`config.mk`:
```
export PLATFORM = sky130hd
export DESIGN_NAME = conversor_bcd_bin
export DESIGN_NICKNAME = d
export VERILOG_FILES = /design/src/rtl/conversor_bcd_bin.sv
export SDC_FILE = /design/constraint.sdc
export NUM_CORES = 1
export LEC_CHECK = 0
export CORE_UTILIZATION = 56
export CTS_BUF_LIST = sky130_fd_sc_hd__clkbuf_16
export DETAILED_ROUTE_END_ITERATION = 7
export PLACE_DENSITY_LB_ADDON = 0.08
export REMOVE_ABC_BUFFERS = 1
export SETUP_SLACK_MARGIN = 0.15
export SLEW_MARGIN = 20
export SYNTH_ARGS = -nofsm -noshare
export SYNTH_HDL_FRONTEND = slang
export SYNTH_SLANG_ARGS = --single-unit
```
`constraint.sdc`:
```
create_clock -name clk -period 2.7 [get_ports clk]
set_input_delay 0.54 -clock clk [delete_from_list [all_inputs] [get_ports clk]]
set_output_delay 0.54 -clock clk [all_outputs]
set_load 0.02 [all_outputs]
```
`src/rtl/conversor_bcd_bin.sv`:
```
// conversor_bcd_bin
// Sequential BCD-to-binary converter for the CPU input path. A 5-digit BCD
// magnitude plus a sign flag is turned into a 16-bit two's-complement word.
// The magnitude is recovered with reverse double-dabble: shift {bcd, bin17}
// right by one and subtract 3 from every BCD digit that lands at >= 8.
// After 17 shifts the BCD field is empty and bin17 holds the magnitude.
//
// Ports:
//   clk    in   system clock, rising edge
//   rst_n  in   asynchronous active-low reset
//   start  in   conversion request, sampled only in IDLE
//   sinal  in   sign of entered number (1 = negative)
//   bcd    in   [19:16] ten-thousands ... [3:0] units
//   bin    out  registered two's-complement result, held until next done
//   erro   out  registered: invalid digit or out-of-range value
//   done   out  registered one-cycle result-valid pulse
//   busy   out  high whenever the state is not IDLE
module conversor_bcd_bin (
    input  logic        clk,
    input  logic        rst_n,
    input  logic        start,
    input  logic        sinal,
    input  logic [19:0] bcd,
    output logic [15:0] bin,
    output logic        erro,
    output logic        done,
    output logic        busy
);

    localparam logic [1:0] S_IDLE  = 2'd0;
    localparam logic [1:0] S_CHECK = 2'd1;
    localparam logic [1:0] S_SHIFT = 2'd2;
    localparam logic [1:0] S_SIGN  = 2'd3;

    // Iteration index of the last shift (17 shifts: 0..16)
    localparam logic [4:0] LAST_ITER = 5'd16;

    logic [1:0]  r_state;
    logic [19:0] r_bcd;
    logic [16:0] r_bin17;
    logic        r_sign;
    logic [4:0]  r_cnt;
    logic [15:0] r_bin;
    logic        r_erro;
    logic        r_done;

    logic [36:0] w_shift;
    logic [19:0] w_bcd_corr;
    logic [4:0]  w_dig_bad;
    logic [15:0] w_neg;

    assign w_shift = {r_bcd, r_bin17} >> 1;

    // Per-digit correction and validity check, all five digits in parallel
    for (genvar g = 0; g < 5; g++) begin : g_digit
        assign w_bcd_corr[4*g +: 4] = (w_shift[17 + 4*g +: 4] >= 4'd8)
                                    ? w_shift[17 + 4*g +: 4] - 4'd3
                                    : w_shift[17 + 4*g +: 4];
        assign w_dig_bad[g] = (r_bcd[4*g +: 4] > 4'd9);
    end

    // Only the low 16 bits of the negated magnitude survive; magnitudes
    // up to 32768 negate correctly in 16 bits (32768 -> 0x8000, 0 -> 0x0000).
    assign w_neg = ~r_bin17[15:0] + 16'd1;

    always_ff @(posedge clk or negedge rst_n) begin
        if (!rst_n) begin
            r_state <= S_IDLE;
            r_bcd   <= 20'd0;
            r_bin17 <= 17'd0;
            r_sign  <= 1'b0;
            r_cnt   <= 5'd0;
            r_bin   <= 16'd0;
            r_erro  <= 1'b0;
            r_done  <= 1'b0;
        end else begin
            r_done <= 1'b0;
            case (r_state)
                S_IDLE: begin
                    if (start) begin
                        r_bcd   <= bcd;
                        r_sign  <= sinal;
                        r_bin17 <= 17'd0;
                        r_cnt   <= 5'd0;
                        r_state <= S_CHECK;
                    end
                end
                S_CHECK: begin
                    if (|w_dig_bad) begin
                        r_bin   <= 16'h0000;
                        r_erro  <= 1'b1;
                        r_done  <= 1'b1;
                        r_state <= S_IDLE;
                    end else begin
                        r_state <= S_SHIFT;
                    end
                end
                S_SHIFT: begin
                    r_bcd   <= w_bcd_corr;
                    r_bin17 <= w_shift[16:0];
                    r_cnt   <= r_cnt + 5'd1;
                    if (r_cnt == LAST_ITER)
                        r_state <= S_SIGN;
                end
                S_SIGN: begin
                    if (!r_sign) begin
                        if (r_bin17 > 17'd32767) begin
                            r_bin  <= 16'h7FFF;
                            r_erro <= 1'b1;
                        end else begin
                            r_bin  <= r_bin17[15:0];
                            r_erro <= 1'b0;
                        end
                    end else begin
                        if (r_bin17 > 17'd32768) begin
                            r_bin  <= 16'h8000;
                            r_erro <= 1'b1;
                        end else begin
                            r_bin  <= w_neg;
                            r_erro <= 1'b0;
                        end
                    end
                    r_done  <= 1'b1;
                    r_state <= S_IDLE;
                end
                default: r_state <= S_IDLE;
            endcase
        end
    end

    assign bin  = r_bin;
    assign erro = r_erro;
    assign done = r_done;
    assign busy = (r_state != S_IDLE);

endmodule

```
# Word level (Yosys, flattened, before mapping)
# Cells that the tools add are included.
[op_classes]
mux = 27
order_cmp = 12
eq_ne = 7
addsub = 7
bitwise = 1
n_reduce_logical = 9
[op_table]
columns = ["op", "n"]
rows = [
  ["$mux 16", 4],
  ["$pmux 20 s2", 1],
  ["$pmux 17 s2", 1],
  ["$pmux 16 s2", 1],
  ["$gt 4x4->1 const B", 5],
  ["$mux 20", 1],
  ["$mux 4", 5],
  ["$gt 17x15->1 const B", 1],
  ["$gt 17x16->1 const B", 1],
  ["$mux 17", 1],
  ["$add 16x1->16 const B", 1],
  ["$ge 4x4->1 const B", 4],
  ["$not 16->16", 1],
  ["$sub 4x2->4 const B", 4],
  ["$pmux 5 s2", 1],
  ["$pmux 2 s4", 1],
  ["$reduce_and 2->1", 4],
  ["$mux 2", 3],
  ["$ne 2x2->1 const B", 3],
  ["$reduce_bool 2->1", 3],
  ["$add 5x1->5 const B", 1],
  ["$eq 5x5->1 const B", 1],
  ["$mux 1", 5],
  ["$mux 5", 1],
  ["other kinds (7)", 9],
]
[totals]
inputBits = 24
regBits = 63
output_inout_bits = 19
word_cells = 71

# Depth between registers and ports, before layout
# Gate-level depths: netlist of the first run.
[logic_depth]
ltp_word = 5
ltp_mapped = 8
depth_no_buf = 7

# Worst setup path before layout of the first run
# No wires, ideal clock.
[synth_timing]
path_type = "register to register"
start = "register r_bin17[5]"
end = "register r_bin[9] (netlist: bin[9])"
n_path_buf = 2
path_slack_ns = 0.756
setup_ns = 0.139
period_less_slack_ns = 1.944
t_required_ns = 2.561
stages_incl_launch_ff = 7
arrival_time_ns = 1.805
path_cell_list = "dfrtp_1 > buf_6 > or4_4 > buf_6 > or4_1 > a21oi_1 > o31ai_1"
[synth_via]
elab_chain_cells = 5
elab_cells_between_ends = 8
classes_between = "add/sub (1); order compare (2); mux (4); bitwise (1)"
[synth_lines]
columns = ["element", "line_no", "text"]
rows = [
  ["from (decl)", "40", "logic [16:0] r_bin17;"],
  ["from (signal assigned)", "100", "r_bin17 <= w_shift[16:0];"],
  ["$not 16->16", "64", "assign w_neg = ~r_bin17[15:0] + 16'd1;"],
  ["$add 16x1->16", "64", ""],
  ["$mux 16", "115", "if (r_bin17 > 17'd32768) begin"],
  ["$mux 16 (*)", "106", "if (!r_sign) begin"],
  ["$pmux 16 s2 (*)", "78", "case (r_state)"],
  ["to (signal assigned)", "111", "r_bin <= r_bin17[15:0];"],
  ["to (signal assigned)", "119", "r_bin <= w_neg;"],
  ["to (decl)", "43", "logic [15:0] r_bin;"],
]
# Every way passes the cells marked *; elsewhere a longest branch is shown, timed or not.
# A chain may end at the register's enable or synchronous reset.

# Worst setup path in the final report of the first run
[layout_timing]
start = "register r_bin17[1]"
end = "register r_bin[8] (netlist: bin[8])"
# Same word-level chain as after synthesis.

==> results of run 1 <==
## layer usage
metal	global-route usage, %	vias to the layer above
met5	0	-
met4	10.89	0
met3	5.909	12
met2	44.58	70
met1	36.32	1379
li1	-	1394
## how the worst min path moves through the flow
stage	endpoint	slack (ns)	cells past startpoint
after floorplan	asynchronous set/reset pin	0.24	0
final	bin[13]	0.20	1
after detailed placement	bin[3]	0.47	2
after CTS	bin[13]	0.21	1
after global placement	bin[6]	0.46	2
after global routing	bin[14]	0.24	1
## power by group
part	switching (mW)	internal, mW	total, mW
logic	1.35	1.08	2.42
clock network	0.396	0.698	1.09
registers	0.400	1.29	1.69
total	2.14	3.06	5.21
## sequential cells by signal, indices dropped and copies added (netlist names), named ones only
signal / cells
r_bcd: 20
r_bin17: 17
bin: 16
r_cnt: 5
done: 1
erro: 1
r_sign: 1
r_state: 1
## cells in the final DEF, fill, tap and decap left out, types with 5 or more instances in the layout
cell,netlist,final
xnor2_1,8,8
o22ai_1,9,9
clkbuf_16,0,9
dfrtp_1,63,63
nand2b_1,6,6
clkdlybuf4s50_1,0,41
inv_1,17,19
o31ai_1,6,5
nand2_1,46,46
ha_1,12,12
buf_4,0,10
nor2_1,22,22
nand4_1,7,7
nor3_1,6,6
a21oi_1,24,24
a22oi_1,9,9
a22o_1,13,13
o21ai_0,39,39
nand3_1,7,7
## kinds of logic (layout without fill, tap and decap cells)
family	count (synthesis)	count (layout)	synth area share, %
xor+xnor	11	11	2.803
flops	63	63	45.87
simple gates	117	117	17.58
buf+inv	45	86	5.751
mux	5	5	1.493
fa+ha+maj	12	12	4.368
compound gates	118	118	22.13
## cell usage after synthesis, types with 2 or more instances
cell type   n  share of area [%]
dfrtp_1    63                 46
nand2_1    46                5.0
o21ai_0    39                5.7
a21oi_1    24                3.5
nor2_1     22                2.4
clkbuf_1   19                2.1
inv_1      17                1.9
a22o_1     13                3.3
ha_1       12                4.4
a22oi_1     9                2.0
o22ai_1     9                1.6
xnor2_1     8                2.0
nand3_1     7                1.0
nand4_1     7                1.3
nand2b_1    6                1.1
nor3_1      6               0.87
o31ai_1     6                1.3
buf_2       5               0.73
mux2i_1     4                1.2
buf_6       3               0.98
nor4_1      3               0.55
xor2_1      3               0.76
a22o_2      2               0.58
a32o_1      2               0.58
and2_1      2               0.36
nor2b_1     2               0.36
nor4_4      2                1.2
o21ai_1     2               0.29
or3_1       2               0.36
or4_1       2               0.44
## cell type report
cell class / count / area share, %
Clock inverter: 7 / 1.341
Timing Repair Buffer: 53 / 12.16
Multi-Input combinational cell: 263 / 39.82
Tap cell: 75 / 2.235
Sequential cell: 63 / 37.56
Clock buffer: 9 / 5.365
Inverter: 17 / 1.520
## worst register-to-register path, delay by kind of cell (launching register included)
family / cells / cell delay, ns
and+or+nand+nor: 2 / 0.44
buffers and inverters: 2 / 0.31
AOI/OAI and AO/OA: 3 / 0.68
adders and majority gates: 1 / 0.23
DFF: 1 / 0.46
==> impl_metrics.csv, run 1 <==
group,metric,value,unit
die,ioPinCount,43,
route,drtPass1Iterations,4,
logic_synthesis,yosys_register_bits,63,
global_routing,grt_overflow,0,
critical_path,reg2regPathDepth,8,
die,chipWidth,80.34,µm
die,dieArea,6455,µm²
place,place_ws,0.5009,ns
global_routing,grt_pass1_wl,13.31,mm
critical_path,crit_family,"compound AO/OA/AOI/OAI gates",
place,gp_congestion,0.8630,
sta,setup_viol,0,
critical_path,rr_endpoint,"bin[8]",
clocking,cts_root_buffer,"clkbuf_16",
clocking,cts_made_buffers,9,
sta,finalSetupTns,0,ns
place,dp_hpwl,5.325,mm
clocking,numClockSinks,63,
die,start_util,58.05,%
final_layout,nFillCells,470,
power_and_ir_drop,peakVddDrop,0.0007972,V
sta,max_freq,450.4,MHz
route,antenna_left,0,
die,core,5921,µm²
clocking,insertion_delay,0.32,ns
final_layout,final_area,4198,µm²
global_routing,grt_usage,27.68,%
critical_path,start_kind,"flop",
clocking,postCtsResizedCells,0,
logic_synthesis,synth_area,3437,µm²
logic_synthesis,synthArstFlopShare,100.0,%
logic_synthesis,postSynthCellCount,371,
clocking,cts_tree,"done",
logic_synthesis,avgSynthCellArea,9.264,µm²
critical_path,r2r-start,"r_bin17[1]",
logic_synthesis,synth_cell_types,54,
route,drc,0,
critical_path,crit_path_end,"bin[8]",
logic_synthesis,yosysWarnings,0,
sta,skew,0.004250,ns
place,placed_area,3916,µm²
route,wirelength,7.829,mm
sta,timing.final.ws_setup,0.4796,ns
sta,timing.final.crit_period,2.220,ns
power_and_ir_drop,p_total,5.207,mW
route,first_iter_violations,191,
critical_path,critPathMaxStageDelay,0.46,ns
die,die_h,80.34,µm
critical_path,crit_fanout,15,
critical_path,cp.required,2.91,ns
global_routing,grt_max_degree,36,
sta,finalCritPeriodShare,82.24,%
flow_run,maxCapViolations,0,
final_layout,fin_nets,443,
final_layout,instances_no_fill,487,
clocking,post_cts_buffers,0,
critical_path,crit_cells,8,
critical_path,worstSetupStartpoint,"r_bin17[1]",
sta,drv_slew,0,
route,top_layer,"met4",
clocking,htreeDepth,3,
logic_synthesis,ys.flop_type,"dfrtp_1",
clocking,clockBufferDepth,2,
final_layout,final_util,70.90,%
sta,worst_pin_slew,0.7356,ns
critical_path,slowest_stage,"dfrtp_1",
worst_hold_path,hp-class,"in2async",
place,portBuffers,42,
route,m1WireLength,3.497,mm
logic_synthesis,synth_seq_area_share,45.87,%
sta,relSlewSlack,50.54,%
route,met3_length,372,µm
logic_synthesis,synth_enable_flop_cells,0,
critical_path,critPathBufInv,2,
critical_path,critical_path_arrival,2.43,ns
place,place_inst,471,
global_routing,grt_antenna_before_repair,0,
route,num_vias,2855,
clocking,cts_hold_buffers,0,
clocking,clk_pin_slew,0.05,ns
power_and_ir_drop,power.density,1241,nW/µm²
final_layout,area_delta_synth_final,22.13,%
final_layout,diodes,0,
route,wire_per_inst,16.08,µm
critical_path,crit_type,"reg2reg",
run_status,status,"complete, no violations",
final_layout,regArea,1577,µm²
power_and_ir_drop,p_leak,1.873,nW
critical_path,reg2reg_slack,0.48,ns
final_layout,drive_gt1_share,9.223,%
global_routing,grt_pass1_vias,2720,
critical_path,path_cells,"inv_1 > ha_1 > nor4b_1 > nand4_1 > a21oi_1 > o21ai_1 > buf_4 > o41ai_2",
critical_path,end_kind,"flop",
final_layout,multiInputGateArea,1672,µm²
route,vias_per_cell,5.862,
route,met2_length,3.834,mm
sta,rsz0062_at_grt,"no",
sta,hold_violations,0,
die,rows,28,
sta,holdWs,0.1969,ns
Note: power is estimated with default switching activity, not from simulation.
==> run 2: changes to the inputs <==
--- a/config.mk
+++ b/config.mk
@@ -5,7 +5,7 @@
 export SDC_FILE = /design/constraint.sdc
 export NUM_CORES = 1
 export LEC_CHECK = 0
-export CORE_UTILIZATION = 56
+export CORE_UTILIZATION = 50
 export CTS_BUF_LIST = sky130_fd_sc_hd__clkbuf_16
 export DETAILED_ROUTE_END_ITERATION = 7
 export PLACE_DENSITY_LB_ADDON = 0.08
==> constraint.sdc (replaced) <==
create_clock -name clk -period 1.8 [get_ports clk]
set_input_delay 0.36 -clock clk [delete_from_list [all_inputs] [get_ports clk]]
set_output_delay 0.36 -clock clk [all_outputs]
set_load 0.02 [all_outputs]
==> impl_metrics.csv, run 2 (synthesis results as in run 1) <==
group,metric,value,unit
run_status,status,"finished with violations",
run_status,violations,"setup timing",
sta,rsz0062_at_grt,"yes",
clocking,insertion_delay,0.33,ns
die,dieArea,7210,µm²
global_routing,grt_pass1_wl,15.50,mm
route,wire_per_inst,17.14,µm
critical_path,critical_path_arrival,2.11,ns
final_layout,nFillCells,460,
global_routing,grt_overflow,0,
route,drtPass1Iterations,6,
critical_path,start_kind,"flop",
power_and_ir_drop,p_leak,2.316,nW
place,gp_congestion,0.9193,
route,vias_per_cell,5.957,
global_routing,grt_pass1_vias,3215,
sta,finalCritPeriodShare,105.1,%
final_layout,regArea,1579,µm²
power_and_ir_drop,p_sw,3.687,mW
worst_hold_path,hp-class,"in2async",
clocking,cts_tree,"done",
route,m1WireLength,3.983,mm
critical_path,crit_type,"reg2reg",
power_and_ir_drop,pwr-share-clk,20.3,%
die,core,6495,µm²
route,top_layer,"met4",
die,ioPinCount,43,
final_layout,area_delta_synth_final,40.81,%
global_routing,grt_max_degree,42,
sta,setup_viol,5,
route,first_iter_violations,190,
power_and_ir_drop,power.density,1854,nW/µm²
final_layout,layout_common_cells,"61 x dfrtp_1, 46 x nand2_1, 46 x buf_4",
sta,worst_pin_slew,0.3424,ns
sta,max_freq,528.7,MHz
power_and_ir_drop,switching_share,41.08,%
sta,finalSetupTns,-0.2717,ns
final_layout,largest_register_ffs,20,
die,die_h,84.91,µm
final_layout,multiInputGateArea,1859,µm²
final_layout,drive_gt1_share,26.30,%
place,placed_area,4209,µm²
sta,drv_slew,0,
final_layout,fin_nets,491,
route,drc,0,
route,antenna_left,0,
clocking,clk_pin_slew,0.05,ns
route,met2_length,4.550,mm
power_and_ir_drop,peakVddDrop,0.001176,V
clocking,numClockSinks,63,
final_layout,largest-register,"r_bcd",
sta,relSlewSlack,77.12,%
sta,holdWs,0.4136,ns
clocking,htreeDepth,3,
global_routing,grt_usage,27.60,%
route,num_vias,3199,
die,start_util,52.92,%
clocking,cts_made_buffers,9,
final_layout,final_area,4840,µm²
final_layout,final_common_cell,"dfrtp_1",
die,chipWidth,84.91,µm
place,place_ws,-0.1079,ns
clocking,cts_root_buffer,"clkbuf_16",
critical_path,end_kind,"flop",
die,rows,29,
route,met3_length,438,µm
power_and_ir_drop,p_int,5.287,mW
final_layout,final_util,74.51,%
place,portBuffers,42,
final_layout,diodes,0,
critical_path,reg2regPathDepth,6,
clocking,clockBufferDepth,2,
critical_path,crit_fanout,6,
power_and_ir_drop,p_comb_share,51.6,%
sta,hold_violations,0,
place,dp_hpwl,5.906,mm
critical_path,cp.required,2.01,ns
global_routing,grt_antenna_before_repair,0,
sta,skew,0.003696,ns
power_and_ir_drop,power_frac_seq,28.1,%
sta,timing.final.ws_setup,-0.09134,ns
sta,timing.final.crit_period,1.891,ns
route,wirelength,9.204,mm
flow_run,maxCapViolations,0,
## run 2: changes by cell type in the layout (fill, tap and decap cells not counted), moves of 7 or more
cell / change
clkdlybuf4s50_1: -17
buf_4: +36
o21ai_2: +8
o21ai_0: -12
dlygate4sd2_1: +10
buf_6: +10
dlymetal6s2s_1: +7
## run 2: per-stage QoR
| stage | std cells | power [mW] |
|---|---|---|
| global placement | 510 | 6.448 |
| CTS | 534 | 8.641 |
| floorplan | 343 | 4.846 |
| finish | 537 | 8.974 |
| global route | 537 | 9.580 |
| detailed placement | 510 | 6.567 |
## run 2: repair_timing
action / CTS / global route
setup buffers: 6 / 3
gates cloned: 1 / 0
hold endpoints to repair: 6 / 0
setup endpoints to repair: 27 / 27
resized for setup: 44 / 38
pin swaps: 14 / 11
hold buffers: 1 / 0
## run 2: path summary, 6_finish.rpt
check                      slack (ns)        from          to
min reg2reg                      0.47      bin[5]      bin[5]
max                             -0.09  r_bin17[4]     bin[14]
min in group clk                 0.47      bin[5]      bin[5]
max reg2reg                     -0.09  r_bin17[4]     bin[14]
max in group asynchronous        0.90       rst_n  r_bin17[9]
min                              0.41       rst_n     bin[12]
## run 2: layer usage
metal | GRT usage, % | up-vias
li1 | - | 1490
met1 | 35.57 | 1564
met4 | 11.09 | 0
met5 | 0 | -
met2 | 45.38 | 116
met3 | 6.226 | 29
## run 2: layout make-up
type / instances / area share [%]
Inverter: 17 / 1.319
Multi-Input combinational cell: 263 / 38.42
Clock buffer: 9 / 4.654
Timing Repair Buffer: 101 / 19.18
Tap cell: 77 / 1.991
Clock inverter: 7 / 1.810
Sequential cell: 63 / 32.63
## run 2: worst max-delay path, cell delays in order (launching register included)
cell and delay, ns:
dfrtp_1 0.38, or4_4 0.61, nor4_4 0.27, buf_4 0.19, nand3_2 0.08, a21oi_2 0.18, o31ai_4 0.06
## run 2: power groups by stage
stage / logic, mW / clock network, mW / registers [mW]
global route: 5.08 / 1.91 / 2.59
global placement: 3.97 / 0 / 2.48
detailed placement: 4.07 / 0 / 2.50
CTS: 4.30 / 1.85 / 2.49
floorplan: 2.17 / 0 / 2.67
finish: 4.63 / 1.82 / 2.52
==> run 3: changes to the inputs <==
==> constraint.sdc (replaced) <==
create_clock -name clk -period 1.5 [get_ports clk]
set_input_delay 0.3 -clock clk [delete_from_list [all_inputs] [get_ports clk]]
set_output_delay 0.3 -clock clk [all_outputs]
set_load 0.02 [all_outputs]
==> impl_metrics.csv, run 3 (synthesis results as in run 1) <==
group,metric,value,unit
run_status,status,"finished with violations",
run_status,violations,"DRC, setup timing",
final_layout,area_delta_synth_final,64.43,%
critical_path,crit_family,"simple AND/OR/NAND/NOR gates",
die,core,6495,µm²
final_layout,final_common_cell,"buf_4",
critical_path,path_cells,"buf_4 > or3_1 > nor4_1 > xnor2_1 > o22ai_1 > o21ai_1",
die,rows,29,
final_layout,fin_nets,536,
clocking,htreeDepth,3,
flow_run,maxCapViolations,0,
die,chipWidth,84.91,µm
place,placed_area,4382,µm²
clocking,cts_root_buffer,"clkbuf_16",
power_and_ir_drop,p_int,7.500,mW
sta,drv_slew,0,
final_layout,largest-register,"r_bcd",
global_routing,grt_pass1_vias,3229,
die,dieArea,7210,µm²
place,place_inst,533,
final_layout,final_area,5652,µm²
critical_path,crit_fanout,4,
power_and_ir_drop,p_sw,5.708,mW
clocking,clk_pin_slew,0.06,ns
route,drtPass1Iterations,7,
sta,rsz0062_at_grt,"yes",
route,first_iter_violations,315,
power_and_ir_drop,power_frac_seq,23.4,%
clocking,insertion_delay,0.33,ns
global_routing,grt_antenna_before_repair,0,
clocking,clockBufferDepth,2,
sta,timing.final.crit_period,1.902,ns
critical_path,cp.required,1.72,ns
place,place_ws,-0.3934,ns
clocking,cts_made_buffers,9,
route,num_vias,3659,
route,vias_per_cell,6.287,
critical_path,critPathBufInv,1,
power_and_ir_drop,p_comb_share,60.9,%
final_layout,layout_common_cells,"63 x buf_4, 61 x dfrtp_1, 32 x buf_6",
power_and_ir_drop,p_leak,2.647,nW
die,die_h,84.91,µm
power_and_ir_drop,peakVddDrop,0.001482,V
die,start_util,52.92,%
critical_path,slowest_stage,"dfrtp_1",
place,portBuffers,42,
worst_hold_path,hp-class,"reg2reg",
critical_path,critical_path_arrival,2.12,ns
final_layout,largest_register_ffs,20,
power_and_ir_drop,switching_share,43.22,%
global_routing,grt_usage,28.14,%
route,wirelength,12.22,mm
place,dp_hpwl,6.077,mm
sta,relSlewSlack,65.64,%
sta,hold_violations,0,
power_and_ir_drop,power.density,2337,nW/µm²
power_and_ir_drop,pwr-share-clk,15.7,%
critical_path,critPathMaxStageDelay,0.45,ns
global_routing,grt_pass1_wl,15.60,mm
die,ioPinCount,43,
critical_path,start_kind,"flop",
global_routing,grt_overflow,0,
final_layout,diodes,0,
critical_path,end_kind,"flop",
sta,worst_pin_slew,0.5110,ns
route,antenna_left,0,
clocking,numClockSinks,63,
clocking,cts_tree,"done",
route,wire_per_inst,21.00,µm
place,gp_congestion,0.8971,
final_layout,instances_no_fill,582,
sta,timing.final.ws_setup,-0.4017,ns
final_layout,drive_gt1_share,45.94,%
global_routing,grt_max_degree,64,
sta,skew,0.006019,ns
route,drc,3,
sta,max_freq,525.8,MHz
critical_path,crit_type,"reg2reg",
sta,setup_viol,18,
sta,finalCritPeriodShare,126.8,%
-- run 3: tightest hold or removal path, cell delays in order (launching register included) --
cell     delay (ns)
dfrtp_1        0.33
nand2_1        0.06
o21ai_2        0.04
-- run 3: metrics by stage --
stage / utilization, % / total power, mW / hold WS, ns / setup TNS, ns
after global placement: 67.46 / 8.123 / 0.3387 / -5.130
after global routing: 87.02 / 13.82 / 0.4934 / -6.650
final: 87.02 / 13.21 / 0.4673 / -5.417
after detailed placement: 67.46 / 8.239 / 0.3375 / -6.675
after CTS: 76.59 / 10.85 / 0.4820 / -4.148
after floorplan: - / 5.816 / 0.004409 / -46.56
-- run 3: path summary, 6_finish.rpt --
path	from	cells after the start	slack [ns]	endpoint
setup / recovery	r_bin17[11]	6	-0.40	bin[13]
hold / removal	bin[6]	2	0.47	bin[6]
setup reg to reg	r_bin17[11]	6	-0.40	bin[13]
hold reg to reg	bin[6]	2	0.47	bin[6]
max in group asynchronous	rst_n	3	0.69	r_bin17[4]
min in group asynchronous	rst_n	3	0.50	bin[11]
-- run 3: layout make-up --
type | count | area (µm²)
Clock buffer | 9 | 225.2
Clock inverter | 7 | 63.81
Fill cell | 304 | 843.3
Inverter | 17 | 66.31
Multi-Input combinational cell | 263 | 2222
Sequential cell | 63 | 1579
Tap cell | 77 | 96.34
Timing Repair Buffer | 146 | 1399
-- run 3: power by group through the flow --
stage	Sequential [mW]	Clock [mW]	Combinational (mW)
floorplan	3.21	0	2.61
global placement	2.87	0	5.25
detailed placement	2.89	0	5.34
CTS	2.92	2.06	5.87
global route	3.16	2.16	8.50
finish	3.10	2.07	8.04
-- run 3: repair_timing --
item	CTS	global route
gates cloned	2	4
hold buffers	1	0
setup buffers	7	19
gates resized for setup	102	130
endpoints found under the setup margin	44	46
pin swaps	24	48
endpoints found under the hold margin	63	0
-- run 3: layer usage --
metal  global-route usage (%)  up-vias  share of wire [%]
met5                        0        -                  0
met4                    13.56        0                4.2
met3                    4.280       52                5.2
met2                    46.12      185                 50
met1                    36.79     1825                 40
li1                         -     1597                  -
